### src/rtl/seq_fetch_pkg.sv
// seq_fetch_pkg: shared FSM type, CSR map and control bit positions
// for the sequence RAM loader.
package seq_fetch_pkg;

    typedef enum logic [1:0] {
        S_IDLE  = 2'd0,
        S_ISSUE = 2'd1,
        S_DRAIN = 2'd2,
        S_DONE  = 2'd3
    } state_t;

    localparam logic [1:0] CSR_BASE   = 2'd0;
    localparam logic [1:0] CSR_COUNT  = 2'd1;
    localparam logic [1:0] CSR_CTRL   = 2'd2;
    localparam logic [1:0] CSR_STATUS = 2'd3;

    localparam int START_BIT = 31;
    localparam int ABORT_BIT = 30;

endpackage

### src/rtl/seq_fetch_csr.sv
// seq_fetch_csr: slave CSR registers, registered readback and
// start/abort pulses for the sequence RAM loader.
module seq_fetch_csr
    import seq_fetch_pkg::*;
#(
    parameter int ADDR_W = 9
) (
    input  logic              clock,
    input  logic              resetn,
    input  logic [1:0]        s_address,
    input  logic              s_chipselect,
    input  logic              s_read,
    input  logic              s_write,
    input  logic [31:0]       s_writedata,
    output logic [31:0]       s_readdata,
    input  logic              busy,
    input  logic              irq_set,
    input  logic [ADDR_W:0]   received,
    output logic [31:0]       base,
    output logic [ADDR_W:0]   count,
    output logic              start_p,
    output logic              abort_p,
    output logic              done_irq
);

    localparam logic [31:0] DEPTH = 32'd1 << ADDR_W;

    logic        wr;
    logic        rd;
    logic        ctrl_wr;
    logic [31:0] status;

    assign wr      = s_chipselect & s_write;
    assign rd      = s_chipselect & s_read;
    assign ctrl_wr = wr & (s_address == CSR_CTRL);
    assign abort_p = ctrl_wr & s_writedata[ABORT_BIT];
    // abort in the same write suppresses start
    assign start_p = ctrl_wr & s_writedata[START_BIT]
                   & ~s_writedata[ABORT_BIT];
    assign status  = {busy, done_irq, {(30-ADDR_W-1){1'b0}}, received};

    always_ff @(posedge clock or negedge resetn) begin
        if (!resetn) begin
            base       <= '0;
            count      <= '0;
            done_irq   <= 1'b0;
            s_readdata <= '0;
        end else begin
            if (wr && s_address == CSR_BASE)
                base <= {s_writedata[31:2], 2'b00};
            if (wr && s_address == CSR_COUNT) begin
                if (s_writedata > DEPTH)
                    count <= DEPTH[ADDR_W:0];
                else
                    count <= s_writedata[ADDR_W:0];
            end
            if (irq_set)
                done_irq <= 1'b1;
            else if (ctrl_wr)
                done_irq <= 1'b0;
            if (rd) begin
                unique case (s_address)
                    CSR_BASE:  s_readdata <= base;
                    CSR_COUNT: s_readdata <= 32'(count);
                    CSR_CTRL:  s_readdata <= '0;
                    default:   s_readdata <= status;
                endcase
            end
        end
    end

endmodule

### src/rtl/seq_fetch_master.sv
// seq_fetch_master: Avalon-MM read master that loads the sequence RAM.
// Define SEQ_FETCH_PACK_EN to unpack two 16-bit words per 32-bit read.
module seq_fetch_master
    import seq_fetch_pkg::*;
#(
    parameter int ADDR_W          = 9,
    parameter int DATA_W          = 16,
    parameter int MAX_OUTSTANDING = 4
) (
    input  logic              clock,
    input  logic              resetn,
    input  logic [1:0]        s_address,
    input  logic              s_chipselect,
    input  logic              s_read,
    input  logic              s_write,
    input  logic [31:0]       s_writedata,
    output logic [31:0]       s_readdata,
    output logic [31:0]       m_address,
    output logic              m_read,
    input  logic              m_waitrequest,
    input  logic [31:0]       m_readdata,
    input  logic              m_readdatavalid,
    output logic [ADDR_W-1:0] ram_address,
    output logic [DATA_W-1:0] ram_wdata,
    output logic              ram_wren,
    output logic              done_irq
);

    localparam int            CW     = ADDR_W + 1;
    localparam logic [CW-1:0] ONE    = CW'(1);
    localparam logic [3:0]    MAX_OS = 4'(MAX_OUTSTANDING);

    state_t        state;
    logic [31:0]   base;
    logic [31:0]   base_l;
    logic [CW-1:0] count;
    logic [CW-1:0] count_l;
    logic [CW-1:0] n_reads;
    logic [CW-1:0] issued;
    logic [CW-1:0] received;
    logic [3:0]    outstanding;
    logic          start_p;
    logic          abort_p;
    logic          busy;
    logic          irq_set;
    logic          aborting;
    logic          accept;
    logic          drop;
    logic          start_go;

    seq_fetch_csr #(.ADDR_W(ADDR_W)) u_csr (
        .clock        (clock),
        .resetn       (resetn),
        .s_address    (s_address),
        .s_chipselect (s_chipselect),
        .s_read       (s_read),
        .s_write      (s_write),
        .s_writedata  (s_writedata),
        .s_readdata   (s_readdata),
        .busy         (busy),
        .irq_set      (irq_set),
        .received     (received),
        .base         (base),
        .count        (count),
        .start_p      (start_p),
        .abort_p      (abort_p),
        .done_irq     (done_irq)
    );

    assign busy     = state != S_IDLE;
    assign irq_set  = state == S_DONE;
    assign accept   = m_read & ~m_waitrequest;
    assign drop     = aborting | (abort_p & busy);
    assign start_go = start_p & (state == S_IDLE) & (count != '0);

`ifdef SEQ_FETCH_PACK_EN
    assign n_reads = (count_l + ONE) >> 1;
`else
    assign n_reads = count_l;
`endif

    assign m_read    = (state == S_ISSUE) & ~aborting
                     & (outstanding < MAX_OS) & (issued < n_reads);
    assign m_address = base_l + 32'({issued, 2'b00});

    always_ff @(posedge clock or negedge resetn) begin
        if (!resetn) begin
            state    <= S_IDLE;
            base_l   <= '0;
            count_l  <= '0;
            issued   <= '0;
            aborting <= 1'b0;
        end else begin
            if (accept)
                issued <= issued + ONE;
            unique case (state)
                S_IDLE: begin
                    if (start_p && count == '0) begin
                        state <= S_DONE;
                    end else if (start_p) begin
                        state   <= S_ISSUE;
                        base_l  <= base;
                        count_l <= count;
                        issued  <= '0;
                    end
                end
                S_ISSUE, S_DRAIN: begin
                    // abort waits for in-flight reads before going idle
                    if (drop) begin
                        aborting <= 1'b1;
                        if (aborting && outstanding == '0) begin
                            state    <= S_IDLE;
                            aborting <= 1'b0;
                        end
                    end else if (state == S_ISSUE) begin
                        if (issued == n_reads)
                            state <= S_DRAIN;
                    end else if (received == count_l) begin
                        state <= S_DONE;
                    end
                end
                default: state <= S_IDLE;
            endcase
        end
    end

    always_ff @(posedge clock or negedge resetn) begin
        if (!resetn) begin
            outstanding <= '0;
        end else if (start_go) begin
            outstanding <= '0;
        end else begin
            unique case ({accept, m_readdatavalid})
                2'b10:   outstanding <= outstanding + 4'd1;
                2'b01:   outstanding <= outstanding - 4'd1;
                default: outstanding <= outstanding;
            endcase
        end
    end

`ifdef SEQ_FETCH_PACK_EN
    logic [DATA_W-1:0] skid [4];
    logic [1:0]        wp;
    logic [1:0]        rp;
    logic [2:0]        fill;
    logic [CW-1:0]     ret_words;
    logic              take;
    logic              has_hi;
    logic [DATA_W-1:0] lo;
    logic [DATA_W-1:0] hi;

    assign take   = m_readdatavalid & ~drop & busy;
    assign lo     = m_readdata[DATA_W-1:0];
    assign hi     = m_readdata[2*DATA_W-1:DATA_W];
    assign has_hi = (ret_words + ONE) < count_l;

    // skid holds words not yet written so the RAM sees them in order
    always_ff @(posedge clock) begin
        if (take && fill != '0) begin
            skid[wp]        <= lo;
            skid[wp + 2'd1] <= hi;
        end else if (take) begin
            skid[wp] <= hi;
        end
    end

    always_ff @(posedge clock or negedge resetn) begin
        if (!resetn) begin
            ram_wren    <= 1'b0;
            ram_address <= '0;
            ram_wdata   <= '0;
            received    <= '0;
            ret_words   <= '0;
            wp          <= '0;
            rp          <= '0;
            fill        <= '0;
        end else begin
            ram_wren <= 1'b0;
            if (start_go || drop) begin
                wp   <= '0;
                rp   <= '0;
                fill <= '0;
                if (start_go) begin
                    received  <= '0;
                    ret_words <= '0;
                end
            end else begin
                if (fill != '0) begin
                    ram_wren    <= 1'b1;
                    ram_address <= received[ADDR_W-1:0];
                    ram_wdata   <= skid[rp];
                    received    <= received + ONE;
                    rp          <= rp + 2'd1;
                    if (take) begin
                        wp   <= wp + (has_hi ? 2'd2 : 2'd1);
                        fill <= fill + (has_hi ? 3'd1 : 3'd0);
                    end else begin
                        fill <= fill - 3'd1;
                    end
                end else if (take) begin
                    ram_wren    <= 1'b1;
                    ram_address <= received[ADDR_W-1:0];
                    ram_wdata   <= lo;
                    received    <= received + ONE;
                    if (has_hi) begin
                        wp   <= wp + 2'd1;
                        fill <= 3'd1;
                    end
                end
                if (take)
                    ret_words <= ret_words + (has_hi ? CW'(2) : ONE);
            end
        end
    end
`else
    logic unused_hi;
    assign unused_hi = ^m_readdata[31:DATA_W];

    always_ff @(posedge clock or negedge resetn) begin
        if (!resetn) begin
            ram_wren    <= 1'b0;
            ram_address <= '0;
            ram_wdata   <= '0;
            received    <= '0;
        end else begin
            ram_wren <= 1'b0;
            if (start_go) begin
                received <= '0;
            end else if (m_readdatavalid && !drop && busy) begin
                ram_wren    <= 1'b1;
                ram_address <= received[ADDR_W-1:0];
                ram_wdata   <= m_readdata[DATA_W-1:0];
                received    <= received + ONE;
            end
        end
    end
`endif

endmodule

### config.mk
export PLATFORM = sky130hd
export DESIGN_NAME = seq_fetch_master
export DESIGN_NICKNAME = d
export VERILOG_FILES = /design/src/rtl/seq_fetch_pkg.sv /design/src/rtl/seq_fetch_csr.sv /design/src/rtl/seq_fetch_master.sv
export SDC_FILE = /design/constraint.sdc
export NUM_CORES = 1
export LEC_CHECK = 0
export BUFFER_PORTS_ARGS = -buffer_cell sky130_fd_sc_hd__buf_4
export CELL_PAD_IN_SITES_DETAIL_PLACEMENT = 1
export CELL_PAD_IN_SITES_GLOBAL_PLACEMENT = 2
export CORE_UTILIZATION = 35
export DETAILED_ROUTE_END_ITERATION = 7
export PLACE_DENSITY = 0.85
export SYNTH_ARGS = -nofsm -noshare
export SYNTH_HDL_FRONTEND = slang
export SYNTH_SLANG_ARGS = --single-unit
### constraint.sdc
create_clock -name clock -period 4.1 [get_ports clock]
set_clock_uncertainty 0.05 [all_clocks]
set_input_delay 0.205 -clock clock [delete_from_list [all_inputs] [get_ports clock]]
set_output_delay 0.205 -clock clock [all_outputs]
set_load 0.01 [all_outputs]
After elaboration in Yosys (flattened, before gate mapping):

Index checks and enable logic that the tools add are counted.

* bits in registers: 166
* output and inout port bits: 92
* word-level logic and storage cells: 98

* add/sub/neg operators: 5
* magnitude comparators: 3
* equal/unequal tests: 13
* muxes and demuxes: 23
* bitwise logic cells: 19
* reductions and logical operators: 21

Operators by type and width (count)
* one-hot mux 32 bit (3 select lines): 1
* 2-to-1 mux 10 bit: 7
* adder 32 x 12 -> 32 bit: 1
* greater-than comparator 32 x 10 -> 1 bit (second input constant): 1
* adder 10 x 1 -> 10 bit (second input constant): 2
* equality test 10 bit: 2
* 2-to-1 mux 2 bit: 7
* AND 1 bit: 13
* logical NOT 10 bit: 1
* less-than comparator 10 bit: 1
* nonzero test 10 bit: 1
* equality test 2 bit (second input constant): 4
* inequality test 4 bit (second input constant): 2
* one-hot mux 4 bit (2 select lines): 1
* equality test 2 x 1 -> 1 bit (second input constant): 3
* logical AND 1 bit: 6
* nonzero test 2 bit: 3
* 2-to-1 mux 1 bit: 5
* inverter 1 bit: 5
* adder 4 x 1 -> 4 bit (second input constant): 1
* logical NOT 2 bit: 2
* logical NOT 4 bit: 1
* less-than comparator 4 x 3 -> 1 bit (second input constant): 1
* 2-to-1 mux 4 bit: 1
* 11 further kinds: 12

Longest topological paths before layout:

Gate-level depths: netlist of the first run.

* depth after elaboration: 10
* depth in mapped cells: 14
* gate-level depth less buffers: 13

Modules after synthesis:

From an unflattened synthesis of the first run, not the netlist that was laid out.

* cells, all modules: 713
* area, all modules: 8235.4 µm²

By module, submodules not included
* seq_fetch_master: times used 1, cells an instance 478, area an instance 5222.5 µm², seq. area each 2377.3 µm²
* seq_fetch_csr: times used 1, cells an instance 235, area an instance 3012.9 µm², seq. area each 1826.8 µm²

Least setup slack after synthesis of the first run:

Ideal clock, no wire load.

* kind: reg2reg
* start: register issued[3]
* end: register outstanding[3]
* data arrival time: 2.657 ns
* data required time: 3.929 ns
* setup slack: 1.272 ns
* cell stages (with the launch flop): 14
* path buffers: 1
* path through: dfrtp_1 > ha_1 > a21oi_1 > o21ai_1 > a2111oi_4 > buf_4 > nor2_1 > ha_1 > a21o_1 > a21oi_1 > or2_2 > mux2i_1 > xnor2_1 > nor2_1

* longest elaborated chain between the ends: 6

Ends and longest elaborated chain
* start, declared: line seq_fetch_master.sv:39 `logic [CW-1:0] issued;`
* start signal, assigned: line seq_fetch_master.sv:95 `issued <= issued + ONE;`
* less-than comparator 10 bit (*): line seq_fetch_master.sv:83 `& (outstanding < MAX_OS) & (issued < n_reads);`
* AND 1 bit (*): line seq_fetch_master.sv:83
* AND 1 bit (*): line seq_fetch_master.sv:72 `assign accept = m_read & ~m_waitrequest;`
* equality test 2 x 1 -> 1 bit or equality test 2 bit (tied branches): line seq_fetch_master.sv:133 `unique case ({accept, m_readdatavalid})`
* one-hot mux 4 bit (2 select lines): line seq_fetch_master.sv:133
* 2-to-1 mux 4 bit: line seq_fetch_master.sv:130 `end else if (start_go) begin`
* end signal, assigned: line seq_fetch_master.sv:134 `2'b10: outstanding <= outstanding + 4'd1;`
* end signal, assigned: line seq_fetch_master.sv:135 `2'b01: outstanding <= outstanding - 4'd1;`
* end signal, assigned: line seq_fetch_master.sv:136 `default: outstanding <= outstanding;`
* end, declared: line seq_fetch_master.sv:41 `logic [3:0] outstanding;`

Every way passes the cells marked *; elsewhere a longest branch is shown, timed or not.
A chain may end at the register's enable or synchronous reset.

Worst setup path in the final report of the first run:

* start: register issued[0]
* end: output m_address[30]

* longest elaborated chain between the ends: 1

Ends and longest elaborated chain
* adder 32 x 12 -> 32 bit: line seq_fetch_master.sv:84 `assign m_address = base_l + 32'({issued, 2'b00});`
* end, declared: line seq_fetch_master.sv:18 `output logic [31:0] m_address,`

No other way between the ends.

==> impl_metrics.prom, run 1 <==
# TYPE chip_impl_metric gauge
chip_impl_metric{name="die_y",unit="um"} 154
chip_impl_metric{name="detail_route.wl_per_cell",unit="um"} 18.6
chip_impl_metric{name="dpl.cell_count",unit=""} 1169
chip_impl_metric{name="max_cap_violations",unit=""} 0
chip_impl_info{name="critical_path.endpoint_type",value="output pin"} 1
chip_impl_metric{name="post-route-period-util",unit="%"} 87.4
chip_impl_metric{name="groute.usage.overall",unit="%"} 20.3
chip_impl_metric{name="synth-warning-count",unit=""} 0
chip_impl_metric{name="finalWirelength",unit="mm"} 23.3
chip_impl_info{name="startpoint_type",value="flip-flop"} 1
chip_impl_metric{name="synth-seq-cells",unit=""} 166
chip_impl_metric{name="drt-vias-per-instance",unit=""} 5.13
chip_impl_metric{name="slew_worst_pin",unit="ns"} 0.940
chip_impl_info{name="clock_tree.root_cell",value="clkbuf_16"} 1
chip_impl_info{name="yosysMostFrequentCell",value="dfrtp_1"} 1
chip_impl_metric{name="share_of_layout_cells_above_drive_strength_1",unit="%"} 26.7
chip_impl_metric{name="worst_skew_pair.late_latency",unit="ns"} 0.44
chip_impl_metric{name="die-width",unit="um"} 154
chip_impl_metric{name="report.final.setup_viol",unit=""} 0
chip_impl_metric{name="cts_buffers",unit=""} 17
chip_impl_metric{name="grt_max_degree",unit=""} 86
chip_impl_metric{name="first_pass_grt_wire_length",unit="mm"} 37.3
chip_impl_metric{name="antenna_violations_before_repair",unit=""} 0
chip_impl_metric{name="syn_area",unit="mm^2"} 0.00808
chip_impl_metric{name="hold_violations",unit=""} 0
chip_impl_metric{name="totalPowerFinal",unit="mW"} 5.76
chip_impl_metric{name="synth-seq-area-share",unit="%"} 51.4
chip_impl_metric{name="grt.overflow.total",unit=""} 0
chip_impl_metric{name="worst_ir_drop_vdd",unit="mV"} 0.277
chip_impl_metric{name="final-instance-count-excl-fill",unit=""} 1249
chip_impl_metric{name="synthesis.instances",unit=""} 758
chip_impl_metric{name="post-route-drc-count",unit=""} 0
chip_impl_metric{name="ctsHtreeMaxLevel",unit=""} 4
chip_impl_metric{name="remaining_max_slew_budget_at_the_tightest_pin",unit="%"} 36.8
chip_impl_metric{name="arrival",unit="ns"} 3.33
chip_impl_metric{name="clock_path_buffers",unit=""} 2
chip_impl_metric{name="cp.required",unit="ns"} 3.85
chip_impl_metric{name="floorplan.initialDensity",unit="%"} 35.7
chip_impl_metric{name="detail-route-antenna-nets",unit=""} 0
chip_impl_metric{name="die_area",unit="mm^2"} 0.0237
chip_impl_metric{name="cts_setup_buffers",unit=""} 0
chip_impl_info{name="unrepaired_setup_endpoints_after_global_routing",value="false"} 1
chip_impl_info{name="min-delay-path-class",value="input port to flip-flop"} 1
chip_impl_metric{name="fp.coreArea",unit="mm^2"} 0.0226
chip_impl_metric{name="p_leak",unit="nW"} 5.10
chip_impl_metric{name="edff_count_synth",unit=""} 0
chip_impl_metric{name="power_density",unit="mW/mm^2"} 547
chip_impl_metric{name="place_congestion",unit=""} 0.802
chip_impl_metric{name="fmax",unit="MHz"} 279
chip_impl_metric{name="period_minus_slack",unit="ns"} 3.58
chip_impl_metric{name="first_global_vias",unit=""} 6681
chip_impl_metric{name="placement_rows",unit=""} 55
chip_impl_info{name="outcome",value="completed"} 1
chip_impl_metric{name="final.fill_count",unit=""} 2519
chip_impl_metric{name="clk_transition_reported_paths",unit="ns"} 0.08
chip_impl_metric{name="nets",unit=""} 1053
chip_impl_metric{name="r2r_slack",unit="ns"} 1.01
chip_impl_metric{name="drt_pre_antenna_iters",unit=""} 4
chip_impl_metric{name="antenna-diode-count",unit=""} 0
chip_impl_metric{name="placement.io_buffers",unit=""} 146
chip_impl_metric{name="vias",unit=""} 6408
chip_impl_info{name="synth_commonest_cells",value="dfrtp_1, nand2_1, mux2_2, nor2_1, o21ai_0"} 1
chip_impl_info{name="critical_path_class",value="flip-flop to output pin"} 1
chip_impl_metric{name="place.detailed.hpwl",unit="mm"} 16.5
chip_impl_metric{name="synth-async-reset-ratio",unit="%"} 100
chip_impl_metric{name="clock-sinks",unit=""} 166
chip_impl_info{name="clock_tree_from_tritoncts",value="built"} 1
chip_impl_info{name="cell_type_with_the_highest_aggregate_area_in_the_netlist",value="dfrtp_1"} 1
chip_impl_metric{name="layout_overhead_on_the_synthesized_area",unit="%"} 30.4
chip_impl_metric{name="syn_avg_cell_area",unit="um^2"} 10.7
chip_impl_metric{name="detail_route.iter0.violations",unit=""} 247
chip_impl_metric{name="holdWs",unit="ns"} 0.0643
chip_impl_metric{name="slew_violations",unit=""} 0
chip_impl_info{name="synthTopCellsByArea",value="dfrtp_1, mux2_2, nand2_1"} 1
chip_impl_metric{name="timing.setup.tns",unit="ns"} 0
chip_impl_info{name="synth_flop_cell",value="dfrtp_1"} 1
chip_impl_metric{name="cell_variety_after_synth",unit=""} 54
chip_impl_metric{name="synthDominantCellAreaShare",unit="%"} 51.4
chip_impl_metric{name="boundaryPins",unit=""} 165
chip_impl_metric{name="cp_max_fo",unit=""} 7
[through the flow]
| step | instance area, um^2 | worst slack (ns) | utilization, % |
|---|---|---|---|
| 2_1_floorplan | 8080 | 1.27 | - |
| 3_3_place_gp | 9490 | 1.02 | 41.9 |
| 3_5_place_dp | 9490 | 0.952 | 41.9 |
| 4_1_cts | 10500 | 0.454 | 46.5 |
| 5_1_grt | 10500 | 0.242 | 46.5 |
| 6_report | 10500 | 0.518 | 46.5 |
[path summary, 6_finish.rpt]
check	cells past startpoint	from	end
setup / recovery	10	issued[0]	m_address[30]
hold / removal	2	s_writedata[30]	u_csr.base[30]
setup reg to reg	13	issued[3]	outstanding[3]
hold reg to reg	2	u_csr.base[14]	base_l[14]
max in group asynchronous	3	resetn	u_csr.count[9]
min in group asynchronous	2	resetn	base_l[16]
[registers in the layout, summed over array words and instances, names as in the netlist, 9 cells and up]
name              cells
u_csr.s_readdata     32
base_l               30
u_csr.base           30
ram_wdata            16
count_l              10
issued               10
received             10
u_csr.count          10
ram_address           9
[worst max-delay path, cell delays in order (launching register included)]
cell and delay (ns):
dfrtp_1 0.46, ha_1 0.23, inv_1 0.06, fa_1 0.41, nor2b_1 0.12, o21ai_0 0.11
o21ai_0 0.47, a21o_1 0.40, nand4_1 0.17, xnor2_1 0.27, buf_4 0.18
[repair_timing]
item	4_1_cts	5_1_grt
hold buffers	48	0
resized for setup	0	0
hold endpoints to repair	131	0
[cell families after synthesis]
| family | Yosys count | synth area share [%] |
|---|---|---|
| simple gates | 258 | 14.6 |
| flops | 166 | 51.4 |
| compound gates | 121 | 10.6 |
| mux | 69 | 9.47 |
| buf+inv | 58 | 3.05 |
| xor+xnor | 56 | 6.17 |
| fa+ha+maj | 29 | 4.68 |
| other cells | 1 | 0.0464 |
[area by class of cell]
cell class	instances	area [um^2]	share of cell area, %
Clock buffer	18	429	4.07
Inverter	26	97.6	0.926
Clock inverter	14	135	1.28
Sequential cell	166	4150	39.4
Multi-Input combinational cell	535	3690	35.0
Tap cell	285	357	3.39
Timing Repair Buffer	205	1680	15.9
[report_power, final]
part	internal, mW	total, mW	switching (mW)
registers	2.03	2.41	0.377
clock network	0.805	1.55	0.747
logic	0.946	1.80	0.849
[per-layer routing]
layer | part of all wire (%) | routed length, um | vias to the layer above | track usage (%)
met5 | 0 | 0 | - | 0
met4 | 1.4 | 315 | 0 | 5.52
met2 | 51 | 11900 | 134 | 34.8
met3 | 3.2 | 742 | 24 | 3.33
li1 | - | - | 3020 | -
met1 | 44 | 10400 | 3230 | 26.5
[placed cells by master, fill, tap and decap left out, types with 27 or more instances in the layout]
cell           instances
ha_1                  27
mux2_2                54
buf_4                155
a22o_1                30
xnor2_1               31
o21ai_0               34
nor2_1                44
dlygate4sd3_1         48
dfrtp_1              166
nand2_1              136
Note: power is estimated with default switching activity, not from simulation.
==> run 2, diff against run 1 <==
--- a/config.mk
+++ b/config.mk
@@ -10,6 +10,7 @@
 export CELL_PAD_IN_SITES_GLOBAL_PLACEMENT = 2
 export CORE_UTILIZATION = 35
 export DETAILED_ROUTE_END_ITERATION = 7
+export GPL_TIMING_DRIVEN = 0
 export PLACE_DENSITY = 0.85
 export SYNTH_ARGS = -nofsm -noshare
 export SYNTH_HDL_FRONTEND = slang
==> run 2 against run 1 <==
Compared with the run above: core utilization up 0.61 points; flip-flop and latch count stayed put; clock-buffer cell count down 1; sequential power is essentially flat; highest routed layer unchanged; die area unchanged.
==> impl_metrics.prom, run 2 (same netlist as run 1, synthesis figures left out) <==
# TYPE chip_impl_metric gauge
chip_impl_metric{name="worst_ir_drop_vdd",unit="mV"} 0.294
chip_impl_metric{name="ctsResizeCount",unit=""} 0
chip_impl_metric{name="clock-sinks",unit=""} 166
chip_impl_metric{name="placement_rows",unit=""} 55
chip_impl_metric{name="finalWirelength",unit="mm"} 23.7
chip_impl_info{name="critical_path_class",value="flip-flop to output pin"} 1
chip_impl_metric{name="clock_path_buffers",unit=""} 2
chip_impl_metric{name="cp_max_fo",unit=""} 7
chip_impl_metric{name="cp.required",unit="ns"} 3.85
chip_impl_metric{name="detail_route.iter0.violations",unit=""} 297
chip_impl_metric{name="report.final.setup_viol",unit=""} 0
chip_impl_metric{name="critPathMaxStageDelay",unit="ns"} 0.48
chip_impl_metric{name="drt_pre_antenna_iters",unit=""} 4
chip_impl_metric{name="footprint_of_the_flip_flops_and_latches",unit="mm^2"} 0.00415
chip_impl_metric{name="multi_input_combinational_cell_area",unit="mm^2"} 0.00368
chip_impl_metric{name="place.detailed.hpwl",unit="mm"} 17.5
chip_impl_metric{name="vias",unit=""} 6505
chip_impl_info{name="critical_path.endpoint_type",value="output pin"} 1
chip_impl_metric{name="power_density",unit="mW/mm^2"} 558
chip_impl_metric{name="layout_overhead_on_the_synthesized_area",unit="%"} 32.1
chip_impl_info{name="largest_registers",value="u_csr.s_readdata: 32 flops, base_l: 30 flops, u_csr.base: 30 flops"} 1
chip_impl_info{name="worst_path_most_repeated_cell",value="o21ai_0"} 1
chip_impl_metric{name="ctsHoldBuffers",unit=""} 48
chip_impl_metric{name="arrival",unit="ns"} 3.26
chip_impl_metric{name="die-width",unit="um"} 154
chip_impl_metric{name="max_cap_violations",unit=""} 0
chip_impl_metric{name="final-instance-count-excl-fill",unit=""} 1270
chip_impl_metric{name="floorplan.initialDensity",unit="%"} 35.7
chip_impl_metric{name="first_global_vias",unit=""} 7084
chip_impl_metric{name="place_congestion",unit=""} 0.799
chip_impl_metric{name="timing.setup.tns",unit="ns"} 0
chip_impl_metric{name="detail_route.wl_per_cell",unit="um"} 18.7
chip_impl_metric{name="hold_violations",unit=""} 0
chip_impl_metric{name="ctsHtreeMaxLevel",unit=""} 4
chip_impl_info{name="worstPathCellList",value="ha_1 > inv_1 > fa_1 > nor2b_1 > o21ai_0 > o21ai_0 > a21o_1 > nand4_1 > xnor2_1 > buf_4"} 1
chip_impl_info{name="outcome",value="completed"} 1
chip_impl_info{name="leading_cell_type_in_the_layout_fill_and_taps_excluded",value="dfrtp_1"} 1
chip_impl_metric{name="largest_register_ff_count",unit=""} 32
chip_impl_metric{name="slew_worst_pin",unit="ns"} 1.02
chip_impl_metric{name="antenna_violations_before_repair",unit=""} 0
chip_impl_info{name="regMostFlops",value="u_csr.s_readdata"} 1
chip_impl_metric{name="nets",unit=""} 1075
chip_impl_metric{name="grt_max_degree",unit=""} 95
chip_impl_info{name="unrepaired_setup_endpoints_after_global_routing",value="false"} 1
chip_impl_info{name="startpoint_type",value="flip-flop"} 1
chip_impl_metric{name="placement.io_buffers",unit=""} 146
chip_impl_metric{name="grt.overflow.total",unit=""} 0
chip_impl_metric{name="post-route-drc-count",unit=""} 0
chip_impl_metric{name="fmax",unit="MHz"} 285
chip_impl_metric{name="die_area",unit="mm^2"} 0.0237
chip_impl_metric{name="final.fill_count",unit=""} 2500
chip_impl_metric{name="cts_buffers",unit=""} 17
chip_impl_metric{name="detail-route-antenna-nets",unit=""} 0
chip_impl_metric{name="period_minus_slack",unit="ns"} 3.51
chip_impl_info{name="min-delay-path-class",value="input port to flip-flop"} 1
chip_impl_metric{name="slew_violations",unit=""} 0
chip_impl_metric{name="drt-vias-per-instance",unit=""} 5.12
chip_impl_info{name="layout.cells.most_common_list",value="dfrtp_1, buf_4, nand2_1"} 1
chip_impl_metric{name="antenna-diode-count",unit=""} 0
chip_impl_metric{name="worst_skew_pair.late_latency",unit="ns"} 0.43
chip_impl_metric{name="post-route-period-util",unit="%"} 85.6
chip_impl_metric{name="remaining_max_slew_budget_at_the_tightest_pin",unit="%"} 31.7
chip_impl_info{name="critical_path.slowest_cell",value="dfrtp_1"} 1
chip_impl_metric{name="groute.usage.overall",unit="%"} 21.0
chip_impl_info{name="clock_tree.root_cell",value="clkbuf_16"} 1
chip_impl_metric{name="clk_transition_reported_paths",unit="ns"} 0.07
chip_impl_metric{name="fp.coreArea",unit="mm^2"} 0.0226
chip_impl_metric{name="die_y",unit="um"} 154
chip_impl_info{name="clock_tree_from_tritoncts",value="built"} 1
chip_impl_metric{name="cts_setup_buffers",unit=""} 0
chip_impl_metric{name="share_of_layout_cells_above_drive_strength_1",unit="%"} 26.2
chip_impl_metric{name="dpl.cell_count",unit=""} 1191
chip_impl_metric{name="first_pass_grt_wire_length",unit="mm"} 38.5
chip_impl_metric{name="boundaryPins",unit=""} 165
chip_impl_metric{name="p_leak",unit="nW"} 5.18
-- run 2: cell types whose count changed in the layout (fill, tap and decap cells not counted), sizes merged --
cell / delta
buf: +5
bufinv: +4
clkbuf: +16
clkinv: +2
clkinvlp: -2
inv: -4
-- run 2: layout make-up --
class,instances,area share [%]
tap,285,3.34
timing repair buffer,195,15.1
clock buffer,17,3.99
multi-input combinational,535,34.5
inverter,26,0.915
sequential,166,38.9
clock inverter,14,1.85
buffer,32,1.40
-- run 2: per-layer routing --
metal	vias up	wire length (um)	track usage, %
met4	0	254	5.14
met5	-	0	0
li1	3050	-	-
met1	3293	10400	26.9
met2	139	12100	36.3
met3	23	925	4.26
-- run 2: through the flow --
step	setup WS (ns)	utilization, %	instance area [um^2]	total power [mW]	hold slack, ns
6_report	0.589	47.1	10700	5.95	0.0844
5_1_grt	0.252	47.1	10700	6.31	0.0532
4_1_cts	0.507	47.1	10700	6.02	0.0520
3_5_place_dp	0.878	42.3	9570	4.25	0.151
3_3_place_gp	0.961	42.1	9530	4.16	0.387
2_1_floorplan	1.27	-	8080	3.42	-0.141
-- run 2: worst paths after layout --
check	start	to	slack [ns]	depth (start not counted)
worst min-delay path	s_writedata[30]	u_csr.base[30]	0.08	2
worst max register to register	issued[5]	outstanding[3]	0.89	13
min in group asynchronous	resetn	u_csr.s_readdata[16]	0.26	2
worst min register to register	base_l[4]	base_l[4]	0.44	2
worst max-delay path	issued[0]	m_address[30]	0.59	10
max in group asynchronous	resetn	issued[5]	2.87	3
-- run 2: critical path: cells and delay by family, from the launching register on --
kind / cells / cell delay, ns
buffers and inverters: 2 / 0.23
adder cells (fa/ha/maj): 2 / 0.65
AO/OA/AOI/OAI: 3 / 0.95
XOR/XNOR: 1 / 0.24
flip-flops: 1 / 0.48
AND/OR/NAND/NOR: 2 / 0.28
-- run 2: power by group --
part	leakage [nW]	switching, mW	internal (mW)
combinational	2.77	0.879	0.959
sequential	2.11	0.368	2.04
clock	0.301	0.688	1.02
